$ cat src/rtl/mem_ctrl_pkg.sv
// Shared definitions for the byte-wide cache/RAM memory controller:
// IO region code, bus owner encoding, RAM address width and a saturating increment.
package mem_ctrl_pkg;

    localparam int          RAM_ADDR_W = 32;
    localparam logic [1:0]  IO_REGION  = 2'b11;

    typedef enum logic [1:0] {
        OWNER_NONE = 2'd0,
        OWNER_IC   = 2'd1,
        OWNER_DC   = 2'd2
    } owner_t;

    function automatic logic [31:0] sat_inc(input logic [31:0] val, input logic en);
        return (en && (val != 32'hFFFF_FFFF)) ? val + 32'd1 : val;
    endfunction

endpackage

$ cat src/rtl/mem_ctrl_perf.sv
// Saturating 32-bit performance counter bank for mem_ctrl.
// Only instantiated when MEM_CTRL_PERF_CNT_EN is defined.
module mem_ctrl_perf
    import mem_ctrl_pkg::*;
(
    input  logic        clk,
    input  logic        rst,
    input  logic        ic_grant,
    input  logic        dc_grant,
    input  logic        conflict,
    input  logic        io_block,
    output logic [31:0] perf_ic_bytes,
    output logic [31:0] perf_dc_bytes,
    output logic [31:0] perf_conflict,
    output logic [31:0] perf_io_block
);

    always_ff @(posedge clk or posedge rst) begin
        if (rst) begin
            perf_ic_bytes <= '0;
            perf_dc_bytes <= '0;
            perf_conflict <= '0;
            perf_io_block <= '0;
        end else begin
            perf_ic_bytes <= sat_inc(perf_ic_bytes, ic_grant);
            perf_dc_bytes <= sat_inc(perf_dc_bytes, dc_grant);
            perf_conflict <= sat_inc(perf_conflict, conflict);
            perf_io_block <= sat_inc(perf_io_block, io_block);
        end
    end

endmodule

$ cat src/rtl/mem_ctrl.sv
// Byte-wide arbiter between icache and dcache onto the single-port RAM/IO bus.
// Optional perf counters are enabled with the MEM_CTRL_PERF_CNT_EN macro.
//
//  last_owner | meaning
//  -----------+-------------------------------------------------
//  OWNER_NONE | no grant last cycle, no response this cycle
//  OWNER_IC   | icache granted last cycle, mem_din is its byte
//  OWNER_DC   | dcache granted last cycle, mem_din is its byte/ack
module mem_ctrl
    import mem_ctrl_pkg::*;
#(
    parameter int ADDR_W = 18
) (
    input  logic              clk,
    input  logic              rst,
    input  logic              rdy_in,
    input  logic              io_buffer_full,
    input  logic              ic_get_en,
    input  logic [ADDR_W-1:0] ic_addr,
    output logic              ic_out_en,
    output logic [7:0]        ic_content,
    input  logic              dc_get_en,
    input  logic              dc_write_mode,
    input  logic [ADDR_W-1:0] dc_addr,
    input  logic [7:0]        dc_data,
    output logic              dc_out_en,
    output logic [7:0]        dc_content,
    input  logic [7:0]        mem_din,
    output logic [7:0]        mem_dout,
    output logic [31:0]       mem_a,
    output logic              mem_wr
`ifdef MEM_CTRL_PERF_CNT_EN
    ,
    output logic [31:0]       perf_ic_bytes,
    output logic [31:0]       perf_dc_bytes,
    output logic [31:0]       perf_conflict,
    output logic [31:0]       perf_io_block
`endif
);

    owner_t grant;
    owner_t last_owner;
    logic   dc_io_block;

    // IO writes are held off while the IO buffer cannot accept them
    assign dc_io_block = dc_get_en && dc_write_mode && io_buffer_full &&
                         (dc_addr[ADDR_W-1:ADDR_W-2] == IO_REGION);

    // Gating with rst keeps the bus quiet for the whole reset window
    always_comb begin
        grant = OWNER_NONE;
        if (rdy_in && !rst) begin
            if (dc_get_en && !dc_io_block) begin
                grant = OWNER_DC;
            end else if (ic_get_en) begin
                grant = OWNER_IC;
            end
        end
    end

    always_comb begin
        mem_a    = '0;
        mem_wr   = 1'b0;
        mem_dout = 8'h00;
        case (grant)
            OWNER_DC: begin
                mem_a    = {{(RAM_ADDR_W-ADDR_W){1'b0}}, dc_addr};
                mem_wr   = dc_write_mode;
                mem_dout = dc_data;
            end
            OWNER_IC: begin
                mem_a    = {{(RAM_ADDR_W-ADDR_W){1'b0}}, ic_addr};
                mem_dout = dc_data;
            end
            default: ;
        endcase
    end

    always_ff @(posedge clk or posedge rst) begin
        if (rst) begin
            last_owner <= OWNER_NONE;
        end else begin
            last_owner <= grant;
        end
    end

    assign ic_out_en  = (last_owner == OWNER_IC);
    assign dc_out_en  = (last_owner == OWNER_DC);
    assign ic_content = mem_din;
    assign dc_content = mem_din;

`ifdef MEM_CTRL_PERF_CNT_EN
    mem_ctrl_perf u_perf (
        .clk           (clk),
        .rst           (rst),
        .ic_grant      (grant == OWNER_IC),
        .dc_grant      (grant == OWNER_DC),
        .conflict      (ic_get_en && dc_get_en),
        .io_block      (dc_io_block),
        .perf_ic_bytes (perf_ic_bytes),
        .perf_dc_bytes (perf_dc_bytes),
        .perf_conflict (perf_conflict),
        .perf_io_block (perf_io_block)
    );
`endif

endmodule
$ cat config.mk
export PLATFORM = sky130hd
export DESIGN_NAME = mem_ctrl
export DESIGN_NICKNAME = d
export VERILOG_FILES = /design/src/rtl/mem_ctrl_pkg.sv /design/src/rtl/mem_ctrl_perf.sv /design/src/rtl/mem_ctrl.sv
export SDC_FILE = /design/constraint.sdc
export NUM_CORES = 1
export LEC_CHECK = 0
export ABC_AREA = 1
export BUFFER_PORTS_ARGS = -buffer_cell sky130_fd_sc_hd__buf_2
export CORE_MARGIN = 1.5
export CORE_UTILIZATION = 27
export CTS_CLUSTER_SIZE = 12
export DETAILED_ROUTE_END_ITERATION = 7
export GPL_ROUTABILITY_DRIVEN = 0
export PLACE_DENSITY = 0.77
export SLEW_MARGIN = 25
export SYNTH_ARGS = -nofsm -noshare
export SYNTH_HDL_FRONTEND = slang
export SYNTH_SLANG_ARGS = --single-unit
$ cat constraint.sdc
create_clock -name clk -period 1.43 [get_ports clk]
set_clock_uncertainty 0.1 [all_clocks]
set_input_delay 0.2145 -clock clk [delete_from_list [all_inputs] [get_ports clk]]
set_output_delay 0.2145 -clock clk [all_outputs]
set_load 0.05 [all_outputs]
## Yosys cells after proc, flatten, opt, wreduce, memory -nomap -nowiden

Cells that the tools add are included.

- Equal/unequal tests: 5
- Muxes and demuxes: 6
- Reduce and logical (&&, ||, !) cells: 8

Operator list:

| cell | number |
|---|---|
| $pmux W18 S2 | 1 |
| $mux W8 | 1 |
| $eq A2 B2 Y1 const B | 3 |
| $logic_and A1 B1 Y1 | 5 |
| $eq A2 B1 Y1 const B | 2 |
| $mux W2 | 2 |
| $logic_not A1 Y1 | 2 |
| $mux W1 | 2 |
| $reduce_or A2 Y1 | 1 |

- Flip-flop bits (word level): 2
- Input bits: 59

## Depth between registers and ports, before layout

- Depth in word-level cells: 10
- Mapped depth: 11
- Depth with buffers taken out: 9

## Worst setup path after synthesis

Ideal clock, no wire load.

- Path type: input port to output port
- Start: input port rst
- End: output port mem_a[0]
- Arrival: 1.902 ns
- Data required time: 1.116 ns
- Setup slack: -0.787 ns
- Stages on the path: 10
- Cells stage by stage: inv_1 > nand2_1 > inv_1 > nand2_1 > inv_1 > nand2_1 > ha_1 > buf_2 > buf_6 > a21oi_1

- Cells in the longest elaborated chain, start to end: 5
- Elaborated cells between the ends (all ways): 6
- Classes of those cells: 2 x eq/ne; 2 x mux; 2 x reduce/logical

Ends and longest elaborated chain:

| element | RTL line | RTL |
|---|---|---|
| start, declared | mem_ctrl.sv:15 | `input logic rst,` |
| $logic_not A1 Y1 (no line) (*) | - |  |
| $logic_and A1 B1 Y1 (*) | mem_ctrl.sv:52 | `if (rdy_in && !rst) begin` |
| $mux W2 (*) | mem_ctrl.sv:52 |  |
| $eq A2 B1 Y1 or $eq A2 B2 Y1 (tied branches) | mem_ctrl.sv:65 | `case (grant)` |
| $pmux W18 S2 (*) | mem_ctrl.sv:65 |  |
| end, declared | mem_ctrl.sv:30 | `output logic [31:0] mem_a,` |

Mark *: on every way between the ends. The rest lies on a longest branch, timed or not.

## Final worst setup path

- Start: input port rst
- End: output port mem_a[7]

- Cells in the longest elaborated chain, start to end: 5
- Elaborated cells between the ends (all ways): 6
- Classes of those cells: 2 x eq/ne; 2 x mux; 2 x reduce/logical

Ends and longest elaborated chain:

| element | RTL line | RTL |
|---|---|---|
| $logic_not A1 Y1 (no line) (*) | - |  |
| $logic_and A1 B1 Y1 (*) | mem_ctrl.sv:52 |  |
| $mux W2 (*) | mem_ctrl.sv:52 |  |
| via grant[0] | mem_ctrl.sv:41 | `owner_t grant;` |
| $eq A2 B1 Y1 or $eq A2 B2 Y1 (tied branches) | mem_ctrl.sv:65 |  |
| $pmux W18 S2 (*) | mem_ctrl.sv:65 |  |

The timed path passes the listed nets; every way through them passes the cells marked *.

==> metrics.txt <==
outcome=finished, violations left; failing checks=setup timing; GRT busiest layer=met2; crit path DAT=1.42 ns; total CTS buffers=3; critical path capture point=mem_a[7]; Final Cell Area=1860 um^2; Nets=271; Slew Viols, Final=0; FILL cells=238; initial antenna violation count=0; share of cells above drive strength 1=0.788; Top reg by flops=last_owner; CTS max path bufs=2; diodes inserted=0; Seq cells post-synth=2; DIE AREA=3300 um^2; peak supply drop=441 uV; CTS tree=done; post-synth top area share=0.300; Die X=57.5 um; Synth area leader=buf_4; synthesis-to-finish area growth=132%; H-tree depth=1; count of different cell masters after synthesis=15; Final setup viols=27; Max Clk Rate=0.576 GHz; Post-DP HPWL=1830 um; final number of hold-violating endpoints=0; clock slew at reported path FFs=0.03 ns; Leakage=0.000845 uW; first-pass GRT wire length=4190 um; Initial Util=0.288; hold slack=0.176 ns; Residual DRC=0; Critical Path RT=1.12 ns; crit path max fanout=7; leading cell types in the layout, fill and taps excluded=47 x buf_2, 30 x buf_6, 20 x nand2_2; GR Util All Layers=0.163; row cnt=19; YS warnings=0; Min-Delay Path Class=input pin to flop; I/O pin total=118; Power Dens Cells=378 nW/um^2; met3 Track Usage GR=0.0249; vias in the first global route=966; CTS root buf=clkbuf_4; final WL=2790 um; Die Y-Extent=57.5 um; Setup crit start=rst; post-route clock period utilization=1.21; max-cap violation count=0; met1 GRT Util=0.165; GR Overflow Total=0; sequential fraction of the synthesis area=0.0625; Crit. End Element=output pin; pre-CTS setup slack=-0.470 ns; commonest non-fill, non-tap cell in the layout=buf_2; routed via count=1027; crit path launch type=input pin; vias per inst=4.30; Core Region=2780 um^2; Multi-input gate area=816 um^2; unrepaired setup endpoints after global routing=true; CP Class=input pin to output pin; syn_area_per_cell=6.02 um^2; DP Area=1360 um^2; Iter 0 DRT Violations=19; drt pass-1 iters=4; Largest register FFs=2; I/O Buffers=79; largest net degree at the start of global routing=15; Setup WS post-layout=-0.305 ns; fin crit period=1.73 ns; # clock sinks=2; biggest regs=last_owner x2; Mapped Area=801 um^2; met2 Usage GRT=0.331; Register Area=50.0 um^2; synth top area cells=buf_4 30%, nand2_1 16%, a21oi_2 9.8%; ANT nets after route=0; WL/cell=11.7 um; Syn Inst Count=133
-- routing by layer --
metal / up-vias / share of wire
met5: - / 0
met4: 0 / 0.018
met3: 7 / 0.077
met2: 57 / 0.58
met1: 459 / 0.32
li1: 504 / -
-- worst min path at each step --
stage                     from       endpoint  slack [ns]  depth (start not counted)
final                      rst  last_owner[1]        0.18                          4
after global routing       rst  last_owner[1]        0.18                          4
after CTS                  rst  last_owner[1]        0.16                          4
after detailed placement   rst  last_owner[1]        0.12                          3
after global placement     rst  last_owner[1]        0.11                          3
after floorplan            rst  last_owner[0]       -0.16                          1
-- worst max-delay path: stages --
cell and delay, ns:
buf_8 0.11, inv_12 0.05, nand2_8 0.05, inv_6 0.06, nand2_4 0.05, nor2_4 0.13
ha_4 0.17, buf_12 0.10, buf_12 0.12, nand2_2 0.07, a21oi_4 0.12, buf_6 0.17
-- Yosys cell counts --
library cell and n:
a21oi_2 9, buf_6 2, nor2_1 14, a21oi_1 9, buf_12 1, o21ai_0 1, buf_4 32, ha_1 2
buf_2 1, nand2_2 8, inv_1 15, nand2_1 35, buf_8 1, conb_1 1, dfrtp_1 2
-- repair_timing --
action	CTS	global route
endpoints found under the hold margin	2	0
gates resized for setup	106	3
hold buffers	1	0
cloned	3	0
setup endpoints to repair	27	27
pin swaps	10	5
setup buffers	2	1
-- final cells by class --
type | count | area share
multi-input cells | 92 | 0.438
clock buffers | 3 | 0.0121
repair buffers | 96 | 0.460
inverters | 15 | 0.0417
flip-flops and latches | 2 | 0.0269
well taps | 31 | 0.0208
-- report_power, final --
group | total (uW) | internal [uW] | switching, uW
clock network | 123 | 92.4 | 30.2
logic | 520 | 201 | 319
registers | 59.9 | 59.0 | 0.926
total | 703 | 352 | 351
-- metrics by stage --
stage                     cells  utilization  total power [uW]  TNS (ns)
after floorplan             146            -               502     -5.91
after global placement      230        0.488               462    -10.61
after detailed placement    230        0.488               466    -11.36
after CTS                   239        0.672               708     -7.14
after global routing        239        0.669               738     -8.91
final                       239        0.669               703     -7.17
-- cell families (layout without fill, tap and decap cells) --
group,after synthesis,after routing,synth area share
fa+ha+maj,2,2,0.0312
buf+inv,52,114,0.448
flops,2,2,0.0625
other cells,1,14,0.00468
simple gates,57,57,0.292
compound gates,19,19,0.161
Note: power is estimated with default switching activity, not from simulation.
